--- config.mk ---
export PLATFORM = sky130hd
export DESIGN_NAME = tx_report_scheduler_flat
export DESIGN_NICKNAME = d
export VERILOG_FILES = /design/src/rtl/smarthome_pkg.sv /design/src/rtl/tx_report_scheduler_if.sv /design/src/rtl/period_timer.sv /design/src/rtl/tx_report_scheduler.sv /design/src/flat_wrapper.sv
export SDC_FILE = /design/constraint.sdc
export NUM_CORES = 1
export LEC_CHECK = 0
export ABC_AREA = 1
export BUFFER_PORTS_ARGS = -buffer_cell sky130_fd_sc_hd__buf_4
export CORE_ASPECT_RATIO = 1.25
export CORE_MARGIN = 2
export CORE_UTILIZATION = 30
export CTS_BUF_LIST = sky130_fd_sc_hd__clkbuf_8
export DETAILED_ROUTE_END_ITERATION = 10
export GPL_TIMING_DRIVEN = 0
export PLACE_DENSITY = 0.52
export SYNTH_ARGS = -nofsm -noshare
export SYNTH_HDL_FRONTEND = slang
export SYNTH_SLANG_ARGS = --single-unit
--- constraint.sdc ---
create_clock -name clk -period 5.85 [get_ports clk]
set_input_delay 1.17 -clock clk [delete_from_list [all_inputs] [get_ports clk]]
set_output_delay 1.17 -clock clk [all_outputs]
set_load 0.005 [all_outputs]
--- src/rtl/smarthome_pkg.sv ---
// Shared smart-home definitions: frame constants, TX scheduler state encoding,
// frame payload layout and the byte selector for a 5-byte report frame.
package smarthome_pkg;

    localparam int unsigned BYTE_W = 8;
    localparam int unsigned IDX_W  = 3;

    localparam logic [IDX_W-1:0]  LAST_IDX    = IDX_W'(4);
    localparam logic [BYTE_W-1:0] FRAME_HDR   = 8'hA5;
    localparam logic [BYTE_W-1:0] TYPE_STATUS = 8'h01;
    localparam logic [BYTE_W-1:0] TYPE_ACK    = 8'h02;
    localparam logic [BYTE_W-1:0] TYPE_ALARM  = 8'h03;

    typedef enum logic [1:0] {
        IDLE = 2'd0,
        SEND = 2'd1,
        GAP  = 2'd2
    } tx_state_e;

    typedef struct packed {
        logic [BYTE_W-1:0] ftype;
        logic [BYTE_W-1:0] d0;
        logic [BYTE_W-1:0] d1;
    } frame_t;

    // Byte idx of the frame HDR, TYPE, D0, D1, CHK with CHK = TYPE ^ D0 ^ D1.
    function automatic logic [BYTE_W-1:0] frame_byte(input logic [BYTE_W-1:0] hdr,
                                                     input frame_t            f,
                                                     input logic [IDX_W-1:0]  idx);
        case (idx)
            IDX_W'(0): frame_byte = hdr;
            IDX_W'(1): frame_byte = f.ftype;
            IDX_W'(2): frame_byte = f.d0;
            IDX_W'(3): frame_byte = f.d1;
            default:   frame_byte = f.ftype ^ f.d0 ^ f.d1;
        endcase
    endfunction

endpackage

--- src/rtl/tx_report_scheduler_if.sv ---
// UART TX byte channel with valid/ready handshake.
//   tx_data  : byte offered to the serializer
//   tx_valid : tx_data valid, held until accepted
//   tx_ready : serializer accepts the byte this cycle
interface tx_report_scheduler_if;
    import smarthome_pkg::*;

    logic [BYTE_W-1:0] tx_data;
    logic              tx_valid;
    logic              tx_ready;

    modport master (output tx_data, output tx_valid, input tx_ready);
    modport slave  (input tx_data, input tx_valid, output tx_ready);
endinterface

--- src/rtl/period_timer.sv ---
// Free-running counter 0..PERIOD-1 with a terminal-count pulse.
//   clk, rst : clock, async active-high reset
//   tc_c     : high during the cycle the count equals PERIOD-1
module period_timer #(
    parameter int unsigned PERIOD = 100000000
) (
    input  logic clk,
    input  logic rst,
    output logic tc_c
);
    localparam int unsigned      CNT_W = (PERIOD > 1) ? $clog2(PERIOD) : 1;
    localparam logic [CNT_W-1:0] LAST  = CNT_W'(PERIOD - 1);

    logic [CNT_W-1:0] cnt_q;

    assign tc_c = (cnt_q == LAST);

    always_ff @(posedge clk or posedge rst) begin
        if (rst) begin
            cnt_q <= '0;
        end else if (tc_c) begin
            cnt_q <= '0;
        end else begin
            cnt_q <= cnt_q + CNT_W'(1);
        end
    end
endmodule

--- src/rtl/tx_report_scheduler.sv ---
// Arbitrates alarm, command-ack and periodic status reports onto the UART TX
// byte channel as 5-byte frames (HDR, TYPE, D0, D1, CHK).
//   clk, rst              : clock, async active-high reset
//   alarm_evt/sensor_snap : alarm trip pulse and sensor snapshot
//   ack_req/ack_code      : command-executed pulse and its code
//   lights/vents/alarm_armed/door_open : live status fields
//   tx                    : TX byte channel (master side)
//   busy                  : frame in progress
//   ack_overrun           : sticky, an ack request was overwritten
module tx_report_scheduler
    import smarthome_pkg::*;
#(
    parameter int unsigned       STATUS_PERIOD_CYCLES = 100000000,
    parameter logic [BYTE_W-1:0] FRAME_HDR            = smarthome_pkg::FRAME_HDR
) (
    input  logic                  clk,
    input  logic                  rst,
    input  logic                  alarm_evt,
    input  logic [1:0]            sensor_snap,
    input  logic                  ack_req,
    input  logic [BYTE_W-1:0]     ack_code,
    input  logic [5:0]            lights,
    input  logic [3:0]            vents,
    input  logic                  alarm_armed,
    input  logic                  door_open,
    tx_report_scheduler_if.master tx,
    output logic                  busy,
    output logic                  ack_overrun
);
    tx_state_e         state_q, state_nxt;
    logic [IDX_W-1:0]  idx_q, idx_nxt;
    frame_t            frame_q, frame_nxt;
    logic [BYTE_W-1:0] tx_data_q, tx_data_nxt;
    logic              tx_valid_q, tx_valid_nxt;

    logic              alarm_pend_q, ack_pend_q, status_pend_q;
    logic [1:0]        snap_q;
    logic [BYTE_W-1:0] code_q;
    logic [BYTE_W-1:0] alarm_cnt_q;
    logic              ack_overrun_q;
    logic              busy_q;

    logic              grant_alarm_c, grant_ack_c, grant_status_c;
    logic              status_tick_c;

    assign tx.tx_data  = tx_data_q;
    assign tx.tx_valid = tx_valid_q;
    assign busy        = busy_q;
    assign ack_overrun = ack_overrun_q;

    period_timer #(.PERIOD(STATUS_PERIOD_CYCLES)) u_period_timer (
        .clk  (clk),
        .rst  (rst),
        .tc_c (status_tick_c)
    );

    // Request capture: a new request wins over a same-cycle grant clear.
    always_ff @(posedge clk or posedge rst) begin
        if (rst) begin
            alarm_pend_q  <= 1'b0;
            ack_pend_q    <= 1'b0;
            status_pend_q <= 1'b0;
            snap_q        <= '0;
            code_q        <= '0;
            alarm_cnt_q   <= '0;
            ack_overrun_q <= 1'b0;
        end else begin
            alarm_pend_q  <= alarm_evt     | (alarm_pend_q  & ~grant_alarm_c);
            ack_pend_q    <= ack_req       | (ack_pend_q    & ~grant_ack_c);
            status_pend_q <= status_tick_c | (status_pend_q & ~grant_status_c);
            if (alarm_evt) begin
                snap_q      <= sensor_snap;
                alarm_cnt_q <= alarm_cnt_q + BYTE_W'(1);
            end
            if (ack_req) begin
                code_q <= ack_code;
            end
            if (ack_req & ack_pend_q & ~grant_ack_c) begin
                ack_overrun_q <= 1'b1;
            end
        end
    end

    // Frame FSM state and registered TX outputs.
    always_ff @(posedge clk or posedge rst) begin
        if (rst) begin
            state_q    <= IDLE;
            idx_q      <= '0;
            frame_q    <= '0;
            tx_data_q  <= '0;
            tx_valid_q <= 1'b0;
            busy_q     <= 1'b0;
        end else begin
            state_q    <= state_nxt;
            idx_q      <= idx_nxt;
            frame_q    <= frame_nxt;
            tx_data_q  <= tx_data_nxt;
            tx_valid_q <= tx_valid_nxt;
            busy_q     <= (state_nxt != IDLE);
        end
    end

    // Next state: fixed-priority grant in IDLE, byte stepping in SEND.
    always_comb begin
        state_nxt      = state_q;
        idx_nxt        = idx_q;
        frame_nxt      = frame_q;
        tx_data_nxt    = tx_data_q;
        tx_valid_nxt   = tx_valid_q;
        grant_alarm_c  = 1'b0;
        grant_ack_c    = 1'b0;
        grant_status_c = 1'b0;

        case (state_q)
            IDLE: begin
                tx_valid_nxt = 1'b0;
                if (alarm_pend_q) begin
                    grant_alarm_c = 1'b1;
                    frame_nxt     = '{ftype: TYPE_ALARM, d0: {6'b0, snap_q}, d1: alarm_cnt_q};
                end else if (ack_pend_q) begin
                    grant_ack_c = 1'b1;
                    frame_nxt   = '{ftype: TYPE_ACK, d0: code_q, d1: 8'h00};
                end else if (status_pend_q) begin
                    grant_status_c = 1'b1;
                    frame_nxt      = '{ftype: TYPE_STATUS,
                                       d0: {2'b0, lights},
                                       d1: {2'b0, door_open, alarm_armed, vents}};
                end
                if (alarm_pend_q | ack_pend_q | status_pend_q) begin
                    state_nxt    = SEND;
                    idx_nxt      = '0;
                    tx_valid_nxt = 1'b1;
                    tx_data_nxt  = FRAME_HDR;
                end
            end
            SEND: begin
                if (tx_valid_q & tx.tx_ready) begin
                    if (idx_q == LAST_IDX) begin
                        state_nxt    = GAP;
                        tx_valid_nxt = 1'b0;
                    end else begin
                        idx_nxt     = idx_q + IDX_W'(1);
                        tx_data_nxt = frame_byte(FRAME_HDR, frame_q, idx_nxt);
                    end
                end
            end
            GAP: begin
                state_nxt    = IDLE;
                tx_valid_nxt = 1'b0;
            end
            default: begin
                state_nxt    = IDLE;
                tx_valid_nxt = 1'b0;
            end
        endcase
    end
endmodule

--- src/flat_wrapper.sv ---
// flat-port wrapper written by rule: the top's interface ports become plain ports
module tx_report_scheduler_flat import smarthome_pkg::*;
#(
    parameter int unsigned       STATUS_PERIOD_CYCLES = 100000000,
    parameter logic [BYTE_W-1:0] FRAME_HDR            = smarthome_pkg::FRAME_HDR
)
  (clk, rst, alarm_evt, sensor_snap, ack_req, ack_code, lights, vents, alarm_armed, door_open, busy, ack_overrun, tx_tx_data, tx_tx_valid, tx_tx_ready);
  tx_report_scheduler_if tx_i ();
  input  logic clk;
  input  logic rst;
  input  logic alarm_evt;
  input  logic [1:0] sensor_snap;
  input  logic ack_req;
  input  logic [BYTE_W-1:0] ack_code;
  input  logic [5:0] lights;
  input  logic [3:0] vents;
  input  logic alarm_armed;
  input  logic door_open;
  output logic busy;
  output logic ack_overrun;
  output wire logic [$bits(tx_i.tx_data)-1:0] tx_tx_data;
  output wire logic [$bits(tx_i.tx_valid)-1:0] tx_tx_valid;
  input wire logic [$bits(tx_i.tx_ready)-1:0] tx_tx_ready;
  assign tx_tx_data = tx_i.tx_data;
  assign tx_tx_valid = tx_i.tx_valid;
  assign tx_i.tx_ready = tx_tx_ready;
  tx_report_scheduler #(.STATUS_PERIOD_CYCLES(STATUS_PERIOD_CYCLES), .FRAME_HDR(FRAME_HDR)) u_core (.clk(clk), .rst(rst), .alarm_evt(alarm_evt), .sensor_snap(sensor_snap), .ack_req(ack_req), .ack_code(ack_code), .lights(lights), .vents(vents), .alarm_armed(alarm_armed), .door_open(door_open), .tx(tx_i), .busy(busy), .ack_overrun(ack_overrun));
endmodule
==> run metrics, run 1 <==
later-pin clock latency in the skew report between 0.3 and 0.4 ns; Layout Utilization between 30% and 40%; Max clock buf depth 2; Net Sw Power roughly 0.00028 W; All-Layer GR Usage between 10% and 20%; r2r endpoint u_core.tx.tx_data[2]; Synth top area share between 40% and 50%; number of iterations in the first detailed-routing pass 4; Initial DRC Count 160; Max FO, Critical Path 2; clock buffer count from CTS 9; H-tree Lvls 3; Slew @ Worst Pin about 0.45 ns; IR drop worst, VDD approximately 0.11 mV; postcts setup bufs 0; die area between 15000 and 20000 µm²; vias in the first global route ~3600; WL/cell about 14 µm; n_diodes 0; post-synthesis net count a little under 600; flops & latches, synth slightly above 80; Routed Antenna Nets 0; hold path depth 2; leading area contributor after synthesis dfrtp_1; WP data arrival ~0.90 ns; Worst Hold End u_core.snap_q[1]; CP peak stage delay about 0.40 ns; Flop pwr share between 50% and 60%; Tmin final 2.07 ns; Cell Chain, Critical Path buf_4; Setup TNS 0 ns; main combinational cell family by area after synthesis simple AND/OR/NAND/NOR gates; Crit Path Class reg2out; core footprint approximately 14000 µm²; kind of start point of the critical path flip-flop; Final Hold Fails 0; layout cells sized above 1 about 13%; reg2reg setup slack between 3 and 4 ns; # Max-Cap Violations 0; relative slew slack between 60 and 70%; clk_skew roughly 0.017 ns; Synth cell types 37; Critical Path End Type output pin; Worst EP required about 4.7 ns; clk sinks 82; outcome finished clean; final-report max-slew violation count 0; Clock transition at path regs approximately 0.08 ns; most frequent cells in the layout nand2_1 (163), dfrtp_1 (82), inv_1 (75), nor2_1 (75), buf_4 (36); first-pass GRT wire length ~18 mm; Clk pwr share 37.7%; Rows between 40 and 50; Layout area overhead 16.4%; Top delay family on crit path flip-flops; largest net degree at the start of global routing 64; initial antenna violation count 0; Peak Freq between 400 and 500 MHz; Root Buffer clkbuf_8; DPL Wire Length between 8 and 9 mm; Critical R2R Launch u_core.idx_q[0]; synthesized instance count 555; most common cell after layout, fill and taps aside nand2_1; Synth Area in Simple Gates between 20% and 30%; xor/xnor share of the synthesized area between 5 and 6%; Die W 111 µm; syn avg cell area 7.80 µm²; cts-stage hold buffer count 0; Pint around 0.00087 W; leakage approximately 2.6 nW; largest cells by area after synthesis dfrtp_1 (47%), nand2_1 (14%), inv_1 (6.5%); final-stage net count ~640; Compound-Gate Fraction of Synth Area 7.95%; endpoints failing setup 0; HP Class reg2reg; worst r2r path cells 10; final wirelength 10.6 mm; post-synthesis sequential area ratio around 47%; total gr overflow 0; Syn. warnings 0; DRC viols 0; period utilization 35.4%; adder-cell share of the synthesized area slightly above 2%; Die Span Y about 140 µm; RD Place Congestion approximately 0.86; TritonCTS clock tree yes; PostCTS Resize Cnt 0; post-synthesis mux area share less than 1%; DR vias/cell around 4.6; CP max-delay cell dfrtp_1; worst path bufs/invs 1; hold path start u_core.snap_q[1]; Comb pwr share approximately 8.5%; Initial Utilization between 30% and 40%; Port Buf Inserts 35; Mapped Area around 4300 µm²; vias 3568; RSZ-0062 raised after global routing no; io pins 38; sw frac between 20 and 25%; Pwr per Cell Area around 230 nW/µm²
layer usage:
metal / track usage (%) / wire (µm) / vias up
met2: 25.5 / 5430 / 61
li1: - / - / 1825
met3: 3.81 / 389 / 24
met4: 6.50 / 318 / 0
met5: 0 / 0 / -
met1: 16.2 / 4420 / 1658
area by class of cell:
cell class | instances | area (µm²)
Fill cell | 1496 | 9180
Multi-Input combinational cell | 386 | 1920
Sequential cell | 82 | 2050
Timing Repair Buffer | 36 | 290
Inverter | 78 | 298
Tap cell | 178 | 223
Clock buffer | 9 | 124
Buffer | 9 | 60.1
Clock inverter | 4 | 71.3
worst register-to-register path, stage by stage, from the launching register on:
cell,delay [ns]
dfrtp_1,0.43
ha_1,0.22
ha_1,0.30
inv_1,0.16
nand2_2,0.14
nand2_1,0.09
nor2_1,0.05
buf_4,0.16
nand2_1,0.06
nand2_1,0.07
o21a_1,0.17
synthesized netlist by cell type:
| library cell | number |
|---|---|
| nand2_2 | 3 |
| nor3_1 | 3 |
| a41oi_1 | 2 |
| nand3b_1 | 1 |
| buf_4 | 1 |
| clkbuf_1 | 2 |
| inv_1 | 75 |
| o21a_1 | 3 |
| xor2_1 | 16 |
| xnor2_1 | 10 |
| buf_12 | 1 |
| a21oi_1 | 3 |
| or2_1 | 1 |
| nand2_4 | 2 |
| nor2_4 | 3 |
| ha_1 | 7 |
| o21bai_1 | 2 |
| o21ai_0 | 28 |
| nor2_2 | 6 |
| a21boi_1 | 1 |
| nor2_8 | 1 |
| nand2_1 | 163 |
| dfrtp_1 | 82 |
| o221ai_1 | 3 |
| nand3_1 | 32 |
| o31ai_1 | 1 |
| o21ai_1 | 1 |
| inv_4 | 1 |
| nor2_1 | 75 |
| a22oi_1 | 6 |
| o211ai_1 | 2 |
| buf_2 | 5 |
| o22ai_1 | 3 |
| nand4_1 | 6 |
| a31o_2 | 1 |
| mux2_2 | 1 |
| inv_2 | 2 |
flip-flops by register name, summed over array words and instances (netlist names), 2 cells and up:
register and cells:
u_core.code_q 8, u_core.idx_q 3, u_core.state_q 2, u_core.snap_q 2
u_core.tx.tx_data 8, u_core.u_period_timer.cnt_q 27, u_core.alarm_cnt_q 8, u_core.frame_q 18
power groups by stage:
stage | clock [W] | combinational, W | sequential, W
6_report | 0.000437 | 0.0000984 | 0.000623
5_1_grt | 0.000474 | 0.000115 | 0.000626
4_1_cts | 0.000452 | 0.000101 | 0.000622
3_5_place_dp | 0 | 0.000101 | 0.000632
3_3_place_gp | 0 | 0.0000965 | 0.000631
2_1_floorplan | 0 | 0.0000656 | 0.000627
per-stage QoR:
stage	hold WS [ns]	area, µm²	power, W	worst slack (ns)	cells
2_1_floorplan	0.442	4330	0.000692	2.57	555
5_1_grt	0.516	5040	0.00122	3.72	782
6_report	0.476	5040	0.00116	3.78	782
4_1_cts	0.482	5040	0.00117	3.74	782
3_3_place_gp	0.463	4820	0.000727	1.39	768
3_5_place_dp	0.462	4850	0.000733	3.63	769
how the worst max path moves through the flow:
| stage | from | endpoint | slack, ns | cells after the start |
|---|---|---|---|---|
| 4_1_cts | u_core.ack_overrun | ack_overrun | 3.74 | 1 |
| 3_3_place_gp | rst | u_core.busy | 1.39 | 2 |
| 2_1_floorplan | rst | u_core.ack_overrun | 2.57 | 1 |
| 5_1_grt | u_core.tx.tx_valid | tx_tx_valid | 3.72 | 1 |
| 3_5_place_dp | tx_tx_ready | u_core.tx.tx_data[6] | 3.63 | 7 |
| 6_report | u_core.ack_overrun | ack_overrun | 3.78 | 1 |
kinds of logic after synthesis:
family          Yosys count
simple gates            296
buf+inv                  87
flops                    82
compound gates           56
xor+xnor                 26
fa+ha+maj                 7
mux                       1
Note: power is estimated with default switching activity, not from simulation.
==> run 2, diff against run 1 <==
PLACE_DENSITY = 0.53   (was 0.52)
clock period = 1.9 ns   (was 5.85 ns; I/O delays follow)
==> run metrics, run 2 (synthesis gave the netlist of run 1 again) <==
outcome finished clean (unchanged); clk sinks 82 (unchanged); All-Layer GR Usage 14.1% (was 14.4%); Routed Antenna Nets 0 (unchanged); Rows 49 (unchanged); r2r endpoint u_core.tx.tx_data[4] (was u_core.tx.tx_data[2]); io pins 38 (unchanged); Pwr per Cell Area 677 nW/µm² (was 230 nW/µm²); total gr overflow 0 (unchanged); Root Buffer clkbuf_8 (unchanged); final-stage net count 639 (was 636); # Max-Cap Violations 0 (unchanged); Critical R2R Launch u_core.idx_q[1] (was u_core.idx_q[0]); largest net degree at the start of global routing 38 (was 64); layout cells sized above 1 14.0% (was 12.6%); DPL Wire Length 8.12 mm (was 8.10 mm); Post-Layout Cell Count 786 (was 782); RD Place Congestion 0.928 (was 0.856); die area 15400 µm² (unchanged); Top delay family on crit path simple AND/OR/NAND/NOR gates (was flip-flops); final wirelength 10.5 mm (was 10.6 mm); IR drop worst, VDD 0.367 mV (was 0.109 mV); vias 3540 (was 3568); M2 GR Usage 24.8% (was 25.5%); endpoints failing setup 0 (unchanged); routing usage on met3 2.19% (was 3.81%); HP Class in2async (was reg2reg); H-tree Lvls 3 (unchanged); CP Depth 11 (was 1); cts-stage hold buffer count 0 (unchanged); Largest register FFs 27 (unchanged); DRC viols 0 (unchanged); GR Util met1 16.7% (was 16.2%); Initial Utilization 30.4% (unchanged); Clock transition at path regs 0.08 ns (about the same); CP max-delay cell dfrtp_1 (unchanged); most common cell after layout, fill and taps aside nand2_1 (unchanged); Final Hold Fails 0 (unchanged); final non-filler cell area 5070 µm² (was 5040 µm²); core footprint 14200 µm² (unchanged); reg2reg setup slack 0.06 ns (was 3.90 ns); first-pass GRT wire length 17.4 mm (was 17.8 mm); WP data arrival 2.15 ns (was 0.90 ns); leakage 2.56 nW (was 2.55 nW); Crit Path Class reg2reg (was reg2out); TritonCTS clock tree yes (unchanged); later-pin clock latency in the skew report 0.36 ns (about the same); initial antenna violation count 0 (unchanged); Die Span Y 138 µm (unchanged); dpl cell area 4860 µm² (was 4850 µm²); Worst EP required 2.21 ns (was 4.68 ns); Critical Path End Type flip-flop (was output pin); clk_skew 0.0104 ns (was 0.0170 ns); leading registers by flop count u_core.u_period_timer.cnt_q x27, u_core.frame_q x18 (unchanged); Max clock buf depth 2 (unchanged); CP peak stage delay 0.41 ns (was 0.40 ns); Layout Utilization 35.7% (was 35.4%); Layout area overhead 17.2% (was 16.4%); Cell Chain, Critical Path ha_1, ha_4, inv_2, nand2_4, nand2_1, nor2_2, buf_4, inv_1, nand3_1, nand3_1, nand2_1 (was buf_4); Die W 111 µm (unchanged); number of iterations in the first detailed-routing pass 4 (unchanged); Placed Cells 770 (was 769); Max FO, Critical Path 7 (was 2); Biggest register u_core.u_period_timer.cnt_q (unchanged); DR vias/cell 4.50 (was 4.56); worst r2r path cells 11 (was 10); Initial DRC Count 149 (was 160); kind of start point of the critical path flip-flop (unchanged); Peak Freq roughly 540 MHz; relative slew slack 68.5% (was 69.6%); worst path bufs/invs 3 (was 1); final-report max-slew violation count 0 (unchanged); WL/cell 13.4 µm (was 13.5 µm); n_diodes 0 (unchanged); Tmin final between 1.5 and 2 ns; GR peak layer met2 (unchanged); period utilization a little over nine tenths; most frequent cells in the layout nand2_1 (162), dfrtp_1 (82), inv_1 (74), nor2_1 (73), buf_4 (37) (was nand2_1 (163), dfrtp_1 (82), inv_1 (75), nor2_1 (75), buf_4 (36)); Slew @ Worst Pin 0.472 ns (was 0.454 ns); Port Buf Inserts 35 (unchanged); clock buffer count from CTS 9 (unchanged); vias in the first global route 3594 (was 3640)
run 2: changes by cell type in the layout (fill, tap and decap cells not counted), sizes merged:
| cell | delta |
|---|---|
| clkinv | +1 |
| clkinvlp | +1 |
| buf | +2 |
| bufinv | -1 |
| clkbuf | +1 |
run 2: layout make-up:
cell class,instances,area (µm²)
sequential,82,2050
clock inverter,5,50.0
inverter,78,299
tap,178,223
multi-input combinational,386,1950
fill,1489,9150
timing repair buffer,39,315
clock buffer,9,124
buffer,9,62.6
run 2: per-layer routing:
layer	up-vias	wire (µm)
met5	-	0
met4	0	400
met3	24	292
met2	49	5290
met1	1640	4530
li1	1827	-
run 2: worst max path at each step:
| stage | start | end | slack (ns) |
|---|---|---|---|
| final | u_core.idx_q[1] | u_core.tx.tx_data[4] | 0.06 |
| after global placement | rst | u_core.tx.tx_data[6] | -0.07 |
| after global routing | u_core.idx_q[0] | u_core.tx.tx_data[3] | -0.04 |
| after floorplan | u_core.idx_q[0] | u_core.tx.tx_data[2] | 0.17 |
| after detailed placement | u_core.idx_q[0] | u_core.tx.tx_data[4] | -0.06 |
| after CTS | u_core.idx_q[0] | u_core.tx.tx_data[4] | 0.03 |
run 2: report_power, final:
part | internal [W] | leakage [nW] | total [W] | switching (W)
combinational | 0.000142 | 1.48 | 0.000301 | 0.000159
sequential | 0.00183 | 0.987 | 0.00191 | 0.0000782
clock | 0.000582 | 0.0936 | 0.00122 | 0.000638
total | 0.00256 | 2.56 | 0.00343 | 0.000875
run 2: per-stage QoR:
step / setup slack [ns] / hold slack, ns / total power, W / setup TNS [ns]
floorplan: 0.166 / 0.442 / 0.00213 / 0
global placement: -0.0715 / 0.464 / 0.00224 / -5.61
detailed placement: -0.0568 / 0.435 / 0.00225 / -0.186
CTS: 0.0283 / 0.0334 / 0.00350 / 0
global route: -0.0424 / 0.0636 / 0.00361 / -0.105
finish: 0.0594 / 0.0409 / 0.00343 / 0
run 2: timing repair:
action,CTS,global route
setup endpoints to repair,8,8
gates resized for setup,2,7
buffers inserted,1,0
gates cloned,0,1
==> run 3, diff against run 2 <==
PLACE_DENSITY = 0.52   (was 0.53)
clock period = 2 ns   (was 1.9 ns; I/O delays follow)
==> run metrics, run 3 (synthesis gave the netlist of run 1 again) <==
leakage 2.56 nW (about the same); period utilization 93.0% (was 96.9%); most frequent cells in the layout nand2_1 (163), dfrtp_1 (81), inv_1 (75), nor2_1 (73), buf_4 (36) (was nand2_1 (162), dfrtp_1 (82), inv_1 (74), nor2_1 (73), buf_4 (37)); later-pin clock latency in the skew report 0.37 ns (was 0.36 ns); final-stage net count 638 (was 639); Port Buf Inserts 35 (unchanged); filler cell count 1514 (was 1489); clock buffer count from CTS 9 (unchanged); outcome finished clean (unchanged); Worst EP required 2.27 ns (was 2.21 ns); Root Buffer clkbuf_8 (unchanged); Routed Antenna Nets 0 (unchanged); Max FO, Critical Path 7 (unchanged); DRC viols 0 (unchanged); kind of start point of the critical path flip-flop (unchanged); Net Sw Power 0.000882 W (was 0.000875 W); sw frac 26.2% (was 25.5%); Pwr per Cell Area 662 nW/µm² (was 677 nW/µm²); H-tree Lvls 3 (unchanged); RSZ-0062 raised after global routing no; relative slew slack 68.2% (was 68.5%); Comb pwr share 8.9% (was 8.8%); TritonCTS clock tree yes (unchanged); endpoints failing setup 0 (unchanged); core footprint 14200 µm² (unchanged); leading registers by flop count u_core.u_period_timer.cnt_q x27, u_core.frame_q x18 (unchanged); RD Place Congestion 0.868 (was 0.928); WL/cell 13.5 µm (was 13.4 µm); io pins 38 (unchanged); worst path bufs/invs 2 (was 3); layout cells sized above 1 14.0% (about the same); HP Class in2async (unchanged); Final Hold Fails 0 (unchanged); Initial Utilization 30.4% (unchanged); # Max-Cap Violations 0 (unchanged); Crit Path Class reg2reg (unchanged); CP peak stage delay 0.44 ns (was 0.41 ns); final-report max-slew violation count 0 (unchanged); vias 3555 (was 3540); first-pass GRT wire length 17.6 mm (was 17.4 mm); initial antenna violation count 0 (unchanged); DPL Wire Length 8.17 mm (was 8.12 mm); DR vias/cell 4.52 (was 4.50); Critical Path End Type flip-flop (unchanged); Pint 0.00248 W (was 0.00256 W); Layout area overhead 17.4% (was 17.2%); Register Area 2050 µm² (about the same); Largest register FFs 27 (unchanged); clk sinks 82 (unchanged); total gr overflow 0 (unchanged); CP max-delay cell dfrtp_2 (was dfrtp_1); Slew @ Worst Pin 0.473 ns (was 0.472 ns); Cell Chain, Critical Path ha_1, ha_4, inv_2, nand2_4, nand2_1, nor2_2, buf_2, nand3_1, nand3_1, nand2_1 (was ha_1, ha_4, inv_2, nand2_4, nand2_1, nor2_2, buf_4, inv_1, nand3_1, nand3_1, nand2_1); Flop pwr share 54.1% (was 55.7%); Die Span Y 138 µm (unchanged); final wirelength 10.6 mm (was 10.5 mm); dpl cell area 4860 µm² (unchanged); All-Layer GR Usage 14.4% (was 14.1%); multi-input logic area 1950 µm² (about the same); Initial DRC Count 150 (was 149); Rows 49 (unchanged); number of iterations in the first detailed-routing pass 4 (unchanged); IR drop worst, VDD 0.290 mV (was 0.367 mV); largest net degree at the start of global routing 37 (was 38); WP data arrival 2.13 ns (was 2.15 ns); Max clock buf depth 2 (unchanged); final non-filler cell area 5080 µm² (was 5070 µm²); n_diodes 0 (unchanged); clk_skew 0.0172 ns (was 0.0104 ns); Clock transition at path regs 0.09 ns (was 0.08 ns); Setup TNS 0 ns (unchanged); most common cell after layout, fill and taps aside nand2_1 (unchanged); vias in the first global route 3600 (was 3594); Die W 111 µm (unchanged); Biggest register u_core.u_period_timer.cnt_q (unchanged); Peak Freq 537 MHz (was 543 MHz); die area 15400 µm² (unchanged); Top delay family on crit path adder cells (was simple AND/OR/NAND/NOR gates); Clk pwr share 37.1% (was 35.5%); Tmin final 1.86 ns (was 1.84 ns); postcts setup bufs 0 (was 1)
## run 3: cell count changes in the layout (fill, tap and decap cells not counted), sizes merged
| cell | delta |
|---|---|
| clkinv | +1 |
## run 3: what timing repair did
item,4_1_cts,5_1_grt
endpoints found under the setup margin,0,8
hold buffers,0,0
resized for setup,0,7
## run 3: layout make-up
type,count,share of cell area [%]
plain buffers,9,1.18
clock buffers,10,2.71
clock inverters,6,1.16
inverters,78,5.88
multi-input cells,386,38.3
flip-flops and latches,82,40.4
well taps,178,4.38
repair buffers,38,6.05
## run 3: power by group through the flow
stage / Clock [W] / Combinational (W) / Sequential, W
finish: 0.00125 / 0.000298 / 0.00182
global route: 0.00135 / 0.000344 / 0.00184
CTS: 0.00128 / 0.000307 / 0.00182
detailed placement: 0 / 0.000308 / 0.00185
global placement: 0 / 0.000282 / 0.00185
floorplan: 0 / 0.000192 / 0.00183
## run 3: worst paths after layout
path	start	endpoint	slack, ns	depth (start not counted)
worst max-delay path	u_core.idx_q[0]	u_core.tx.tx_data[1]	0.14	10
worst min-delay path	rst	u_core.alarm_cnt_q[1]	0.002	2
worst max register to register	u_core.idx_q[0]	u_core.tx.tx_data[1]	0.14	10
worst min register to register	u_core.snap_q[0]	u_core.snap_q[0]	0.48	2
max in group asynchronous	rst	u_core.busy	1.24	4
min in group clk	ack_code[6]	u_core.code_q[6]	0.25	3
## run 3: metrics by stage
stage | setup WS [ns] | cells | util (%) | hold WS, ns | power (W)
after floorplan | 0.266 | 555 | - | 0.442 | 0.00203
after global placement | 0.0334 | 768 | 33.9 | 0.465 | 0.00213
after detailed placement | 0.0506 | 770 | 34.2 | 0.407 | 0.00216
after CTS | 0.0395 | 786 | 35.5 | 0.00303 | 0.00340
after global routing | 0.00228 | 787 | 35.7 | 0.0158 | 0.00353
final | 0.139 | 787 | 35.7 | 0.00181 | 0.00336
## run 3: per-layer routing
metal  GRT usage [%]  up-vias  part of all wire, %
li1                -     1831                    -
met5               0        -                    0
met3            2.94       19                  2.8
met1            17.4     1653                   44
met2            25.0       52                   51
met4            5.98        0                  2.4
